**src/rtl/fu_pkg.sv**
```systemverilog
// Shared types and constants for the multiply functional unit.
// No logic; decode helper is purely combinational.
// No flow control here; the consumers own handshaking.
package fu_pkg;

    typedef enum logic [2:0] {
        MADD,
        MSUB,
        SMULH,
        UMULH,
        UNSUP
    } mul_op_e;

    typedef enum logic [1:0] {
        IDLE,
        MUL,
        FIN,
        WB
    } state_e;

    localparam logic [31:0] ENC_MASK  = 32'hFFE0_8000;
    localparam logic [31:0] ENC_MADD  = 32'h9B00_0000;
    localparam logic [31:0] ENC_MSUB  = 32'h9B00_8000;
    localparam logic [31:0] ENC_SMULH = 32'h9B40_0000;
    localparam logic [31:0] ENC_UMULH = 32'h9BC0_0000;

    // Map a raw encoding onto the operation it requests; anything unknown is UNSUP.
    function automatic mul_op_e decode_op(input logic [31:0] enc);
        logic [31:0] key;
        key = enc & ENC_MASK;
        if (key == ENC_MADD)       return MADD;
        else if (key == ENC_MSUB)  return MSUB;
        else if (key == ENC_SMULH) return SMULH;
        else if (key == ENC_UMULH) return UMULH;
        else                       return UNSUP;
    endfunction

endpackage

```
**src/rtl/mul_step.sv**
```systemverilog
// One radix-16 shift-add step: acc*16 + multiplicand*digit, 128-bit wide.
// Latency: purely combinational.
// Backpressure: none; the caller sequences the steps.
module mul_step (
    input  logic [127:0] acc,
    input  logic [63:0]  mcand,
    input  logic [3:0]   digit,
    output logic [127:0] acc_next
);

    logic [67:0] partial;

    // Digits arrive most-significant first, so the running sum shifts up one nibble per step.
    always_comb begin
        partial  = {4'b0, mcand} * {64'b0, digit};
        acc_next = {acc[123:0], 4'b0} + {60'b0, partial};
    end

endmodule

```
**src/rtl/mul_fu.sv**
```systemverilog
// Iterative 64x64 multiply unit for MADD/MSUB/SMULH/UMULH with PRF writeback.
// Latency: results and completion appear in the cycle after the 17th edge past issue.
// Backpressure: fu_ready drops while busy and in any cycle carrying an issue strobe.
module mul_fu
    import fu_pkg::*;
#(
    parameter int INST_ID_BITS = 6,
    parameter int PRN_BITS     = 6,
    parameter int MAX_OPERANDS = 3
) (
    input  logic                    clk,
    input  logic                    rst_n,
    output logic                    fu_ready,
    input  logic                    inst_valid,
    input  logic [INST_ID_BITS-1:0] inst_id,
    input  logic [31:0]             inst,
    input  logic [63:0]             op [MAX_OPERANDS],
    input  logic [PRN_BITS-1:0]     out_prn [MAX_OPERANDS],
    input  logic [63:0]             pc,
    output logic                    prf_write_enable,
    output logic [PRN_BITS-1:0]     prf_write_prn,
    output logic [63:0]             prf_write_data,
    output logic                    set_prn_ready [MAX_OPERANDS],
    output logic [PRN_BITS-1:0]     set_prn [MAX_OPERANDS],
    output logic                    done_valid,
    output logic [INST_ID_BITS-1:0] done_inst_id,
    output logic                    done_fault,
    output logic [63:0]             done_pc
);

    state_e                    state;
    logic [3:0]                cnt;
    logic [127:0]              acc;
    logic [127:0]              acc_next;
    logic [63:0]               mcand;
    logic [63:0]               mplier;
    logic [63:0]               addend;
    logic [63:0]               pc_q;
    logic [INST_ID_BITS-1:0]   id_q;
    logic [PRN_BITS-1:0]       prn_q;
    logic [4:0]                rd_q;
    mul_op_e                   op_q;
    logic                      neg_q;

    mul_op_e                   dec_op;
    logic                      is_signed;
    logic [63:0]               mag0;
    logic [63:0]               mag1;
    logic [127:0]              prod;
    logic [63:0]               result;
    logic                      do_write;
    logic                      unused_prn;

    assign fu_ready = (state == IDLE) && !inst_valid;

    mul_step u_step (
        .acc      (acc),
        .mcand    (mcand),
        .digit    (mplier[63:60]),
        .acc_next (acc_next)
    );

    // Decode at issue and fold signed operands to magnitudes; 2^63 survives as an unsigned magnitude.
    always_comb begin
        dec_op    = decode_op(inst);
        is_signed = (dec_op == SMULH);
        mag0      = (is_signed && op[0][63]) ? (~op[0] + 64'd1) : op[0];
        mag1      = (is_signed && op[1][63]) ? (~op[1] + 64'd1) : op[1];
    end

    // Apply the sign to the full product, then pick the architectural 64-bit result.
    always_comb begin
        prod     = neg_q ? (~acc + 128'd1) : acc;
        do_write = (op_q != UNSUP) && (rd_q != 5'd31);
        case (op_q)
            MADD:    result = addend + prod[63:0];
            MSUB:    result = addend - prod[63:0];
            SMULH,
            UMULH:   result = prod[127:64];
            default: result = 64'd0;
        endcase
    end

    // Only destination slot 0 is ever written; the remaining slots are accepted but unused.
    always_comb begin
        unused_prn = 1'b0;
        for (int k = 1; k < MAX_OPERANDS; k++) begin
            unused_prn = unused_prn ^ (^out_prn[k]);
        end
    end

    // Sequencer: capture on issue, 16 multiply steps, finalize, one-cycle writeback/completion.
    always_ff @(posedge clk or negedge rst_n) begin
        if (!rst_n) begin
            state            <= IDLE;
            cnt              <= 4'd0;
            acc              <= '0;
            mcand            <= '0;
            mplier           <= '0;
            addend           <= '0;
            pc_q             <= '0;
            id_q             <= '0;
            prn_q            <= '0;
            rd_q             <= '0;
            op_q             <= UNSUP;
            neg_q            <= 1'b0;
            prf_write_enable <= 1'b0;
            prf_write_prn    <= '0;
            prf_write_data   <= '0;
            done_valid       <= 1'b0;
            done_inst_id     <= '0;
            done_fault       <= 1'b0;
            done_pc          <= '0;
            for (int k = 0; k < MAX_OPERANDS; k++) begin
                set_prn_ready[k] <= 1'b0;
                set_prn[k]       <= '0;
            end
        end else begin
            // Outputs live only for the single WB cycle following FIN.
            prf_write_enable <= 1'b0;
            prf_write_prn    <= '0;
            prf_write_data   <= '0;
            done_valid       <= 1'b0;
            done_inst_id     <= '0;
            done_fault       <= 1'b0;
            done_pc          <= '0;
            for (int k = 0; k < MAX_OPERANDS; k++) begin
                set_prn_ready[k] <= 1'b0;
                set_prn[k]       <= '0;
            end

            case (state)
                IDLE: begin
                    if (inst_valid) begin
                        op_q   <= dec_op;
                        rd_q   <= inst[4:0];
                        id_q   <= inst_id;
                        prn_q  <= out_prn[0];
                        pc_q   <= pc;
                        addend <= op[2];
                        mcand  <= mag0;
                        mplier <= mag1;
                        neg_q  <= is_signed && (op[0][63] ^ op[1][63]);
                        acc    <= '0;
                        cnt    <= 4'd0;
                        state  <= MUL;
                    end
                end
                MUL: begin
                    acc    <= acc_next;
                    mplier <= {mplier[59:0], 4'b0};
                    cnt    <= cnt + 4'd1;
                    if (cnt == 4'd15) begin
                        state <= FIN;
                    end
                end
                FIN: begin
                    done_valid   <= 1'b1;
                    done_inst_id <= id_q;
                    done_fault   <= (op_q == UNSUP);
                    done_pc      <= pc_q;
                    if (do_write) begin
                        prf_write_enable <= 1'b1;
                        prf_write_prn    <= prn_q;
                        prf_write_data   <= result;
                        set_prn_ready[0] <= 1'b1;
                        set_prn[0]       <= prn_q;
                    end
                    state <= WB;
                end
                WB: begin
                    state <= IDLE;
                end
                default: begin
                    state <= IDLE;
                end
            endcase
        end
    end

endmodule

```
**config.mk**
```make
export PLATFORM = sky130hd
export DESIGN_NAME = mul_fu
export DESIGN_NICKNAME = d
export VERILOG_FILES = /design/src/rtl/fu_pkg.sv /design/src/rtl/mul_step.sv /design/src/rtl/mul_fu.sv
export SDC_FILE = /design/constraint.sdc
export NUM_CORES = 2
export LEC_CHECK = 0
export CORE_ASPECT_RATIO = 1.4
export CORE_UTILIZATION = 37
export CTS_CLUSTER_SIZE = 28
export DETAILED_ROUTE_END_ITERATION = 10
export GPL_TIMING_DRIVEN = 0
export PLACE_DENSITY_LB_ADDON = 0.3
export SLEW_MARGIN = 5
export SYNTH_ARGS = -nofsm -noshare
export SYNTH_HDL_FRONTEND = slang
export SYNTH_SLANG_ARGS = --single-unit
```
**constraint.sdc**
```tcl
create_clock -name clk -period 6.1 [get_ports clk]
set_clock_uncertainty 0.15 [all_clocks]
set_input_delay 1.22 -clock clk [delete_from_list [all_inputs] [get_ports clk]]
set_output_delay 1.22 -clock clk [all_outputs]
set_load 0.01 [all_outputs]
```
==> results.toml <==
[worst_setup_path]
cp_slowest_cell = "or4_4"
worst-path-buf-inv = 1
r2r_start = "acc[30]"
worstSetupStartpoint = "acc[30]"
rr_worst_depth = 21
arrival_ns = 6.46
path_max_fanout = 6
cp-start-kind = "register"
cp_num_cells = 21
critPathKind = "register to register"
required_ns = 6.51
cp_top_family = "simple AND/OR/NAND/NOR gates"
path_cells = "or4_4 > or4_4 > or3_1 > buf_6 > o31a_1 > o211ai_1 > nand4_1 > or4_4 > nor2_4 > a31oi_1 > xor2_1 > ha_1 > a21o_1 > a21oi_2 > o21ai_1 > a21oi_2 > o21ai_4 > a211o_1 > a21oi_2 > xnor2_1 > a22o_1"
end_kind = "register"
slowest_delay_ns = 0.55

[final_layout]
multi_input_area_sq_um = 28500
final_cell_mix = "nand2_1, dfrtp_1, clkdlybuf4s50_1"
regArea_sq_um = 13900
instances_no_fill = 7415
fin_area_sq_um = 53900
fillers = 11500
layout-drive-gt1-share_pct = 8.58
final_common_cell = "nand2_1"
fin_nets = 6511
area_growth_pct = 24.4

[global_route]
antenna_found_initial = 3
grt_max_degree = 112
grt-ovfl-total = 0
grt_pass1_vias = 40800
grt_use_total_pct = 26.7
grt_pass1_wl_um = 243000

[logic_synthesis]
netlist_area_sq_um = 43300
ys_types = 93
synthCells = 5297
yosys.area.top_type_share_pct = 31.9
synth_top_area_cell = "dfrtp_1"
ys_seq_area_share_pct = 32.0
synthArstFlopShare_pct = 100
synth-edff-count = 0
synth-main-ff-cell = "dfrtp_1"
yosys-top-cells-area = "dfrtp_1, nand2_1, fa_1"
postSynthAreaPerCell_sq_um = 8.18
ys_ff_latch = 554
ys_warn_count = 0

[floorplan]
fp.dieW_um = 291
num_rows = 148
initial_core_util_pct = 37.3
num_io_pins = 480
core_sq_um = 116000
die_h_um = 407
die_area_sq_um = 119000

[min_path]
hold_path.startpoint = "pc_q[22]"
min_delay_path_depth = 2
hp-class = "register to register"

[placement]
place_ws_ns = -2.28
gp_congestion = 1.00
dp_cells = 7253
placed_area_sq_um = 49800
dpl.hpwl_um = 131000
io_buffer_count = 438

[power_and_ir_drop]
power_density_nw_per_um2 = 630
irDropWorstVdd_uv = 388
leakage_nw = 23.8

[clock_tree]
root_buffer = "clkbuf_16"
cts_made_buffers = 59
cts.path.max_buffers = 3
cts-hold-fix-buffers = 0
clkLatencyLatePin_ns = 0.71
htreeDepth = 2
tritoncts = "done"
cts.reportedPaths.clkPinSlew_ns = 0.07
cts_sinks = 554

[flow_run]
cap_viol_max_count = 0

[detailed_routing]
via_per_inst = 5.47
wl_per_cell_um = 21.9
drc = 0
vias = 40600
drt-pass1-iter-count = 6
detail-route-antenna-nets = 0
finalWirelength_um = 162000
drtIter0Drc = 2966

[sta]
worstMarginPinSlew_ns = 1.32
period_needed_ns = 6.05
fmax_mhz = 165
fin_crit_sh_pct = 99.2
setup_viol = 0
drv_slew = 0
timing.final.ws_setup_ns = 0.0503
report.final.hold_viol_count = 0
rsz0062_at_grt = "true"
slew_headroom_pct = 12.3

[run_status]
status = "complete, no violations"
[sequential cells by signal (all words and copies together) (netlist names), 2 cells and up]
signal and count:
state 2, pc_q 64, cnt 4, done_pc 64, prf_write_data 64, addend 64, op_q 3, acc 128
id_q 6, done_inst_id 6, mplier 64, prn_q 6, rd_q 5, mcand 64, set_prn 6
[synth_stat cells (41+ instances only)]
library cell and instances:
nor3_1 86, nand3_1 96, nand2_1 1085, nor4_1 41
ha_1 146, clkbuf_1 310, or3_1 53, a21oi_1 313
xor2_1 188, a21o_1 109, xnor2_1 277, fa_1 188
inv_1 208, nor2_1 312, dfrtp_1 553, nand4_1 77
a31oi_1 45, and2_1 175, o31ai_1 47, o21ai_0 396
[path summary, 6_finish.rpt]
kind	endpoint	slack [ns]
max in group asynchronous	mplier[32]	3.54
min in group asynchronous	addend[0]	0.36
setup reg to reg	prf_write_data[62]	0.05
hold reg to reg	pc_q[22]	0.32
hold / removal	pc_q[22]	0.32
setup / recovery	prf_write_data[62]	0.05
[area by class of cell]
type,instances,share of cell area (%)
clock inverters,34,0.822
well taps,1500,3.48
plain buffers,317,2.90
clock buffers,76,3.01
repair buffers,532,9.71
flip-flops and latches,554,25.8
inverters,209,1.46
diodes,4,0.0186
multi-input cells,4189,52.9
[cells by family (layout without fill, tap and decap cells)]
logic type / Yosys count / after routing / synth area share [%]
simple gates: 2151 / 2151 / 23.0
compound gates: 1208 / 1208 / 17.1
xor+xnor: 467 / 467 / 9.47
other cells: 1 / 18 / 0.00865
flops: 554 / 554 / 32.0
buf+inv: 567 / 1168 / 5.13
fa+ha+maj: 335 / 335 / 12.9
mux: 14 / 14 / 0.323
[tightest hold or removal path: cells and delay by family, from the launching register on]
family,cells,cell delay (ns)
DFF,1,0.33
and+or+nand+nor,2,0.11
[repair_timing]
item                                   4_1_cts  5_1_grt
pin swaps                                   63       66
setup buffers                               59       30
setup endpoints to repair                  161       92
endpoints found under the hold margin        0        0
gates resized for setup                    243      160
[through the flow]
stage	total power, mW	util [%]	hold slack (ns)	setup TNS [ns]
after floorplan	21.6	-	0.287	0
after global placement	28.2	42.7	0.300	-
after detailed placement	28.5	42.8	0.304	-204.17
after CTS	33.2	45.7	0.320	-0.125
after global routing	36.6	46.4	0.333	-0.733
final	34.0	46.4	0.318	0
[where the power goes]
| group | switching [mW] | internal [mW] |
|---|---|---|
| registers | 1.24 | 5.01 |
| logic | 14.9 | 8.95 |
| clock network | 1.72 | 2.16 |
| total | 17.9 | 16.1 |
[per-layer routing]
layer / vias to the layer above / track usage [%] / routed length (um)
li1: 19100 / - / -
met2: 1347 / 47.0 / 80300
met1: 19700 / 31.8 / 64800
met4: 0 / 14.6 / 9600
met5: - / 0 / 0
met3: 405 / 2.94 / 7510
No activity file was read; power rests on OpenSTA's default activity.
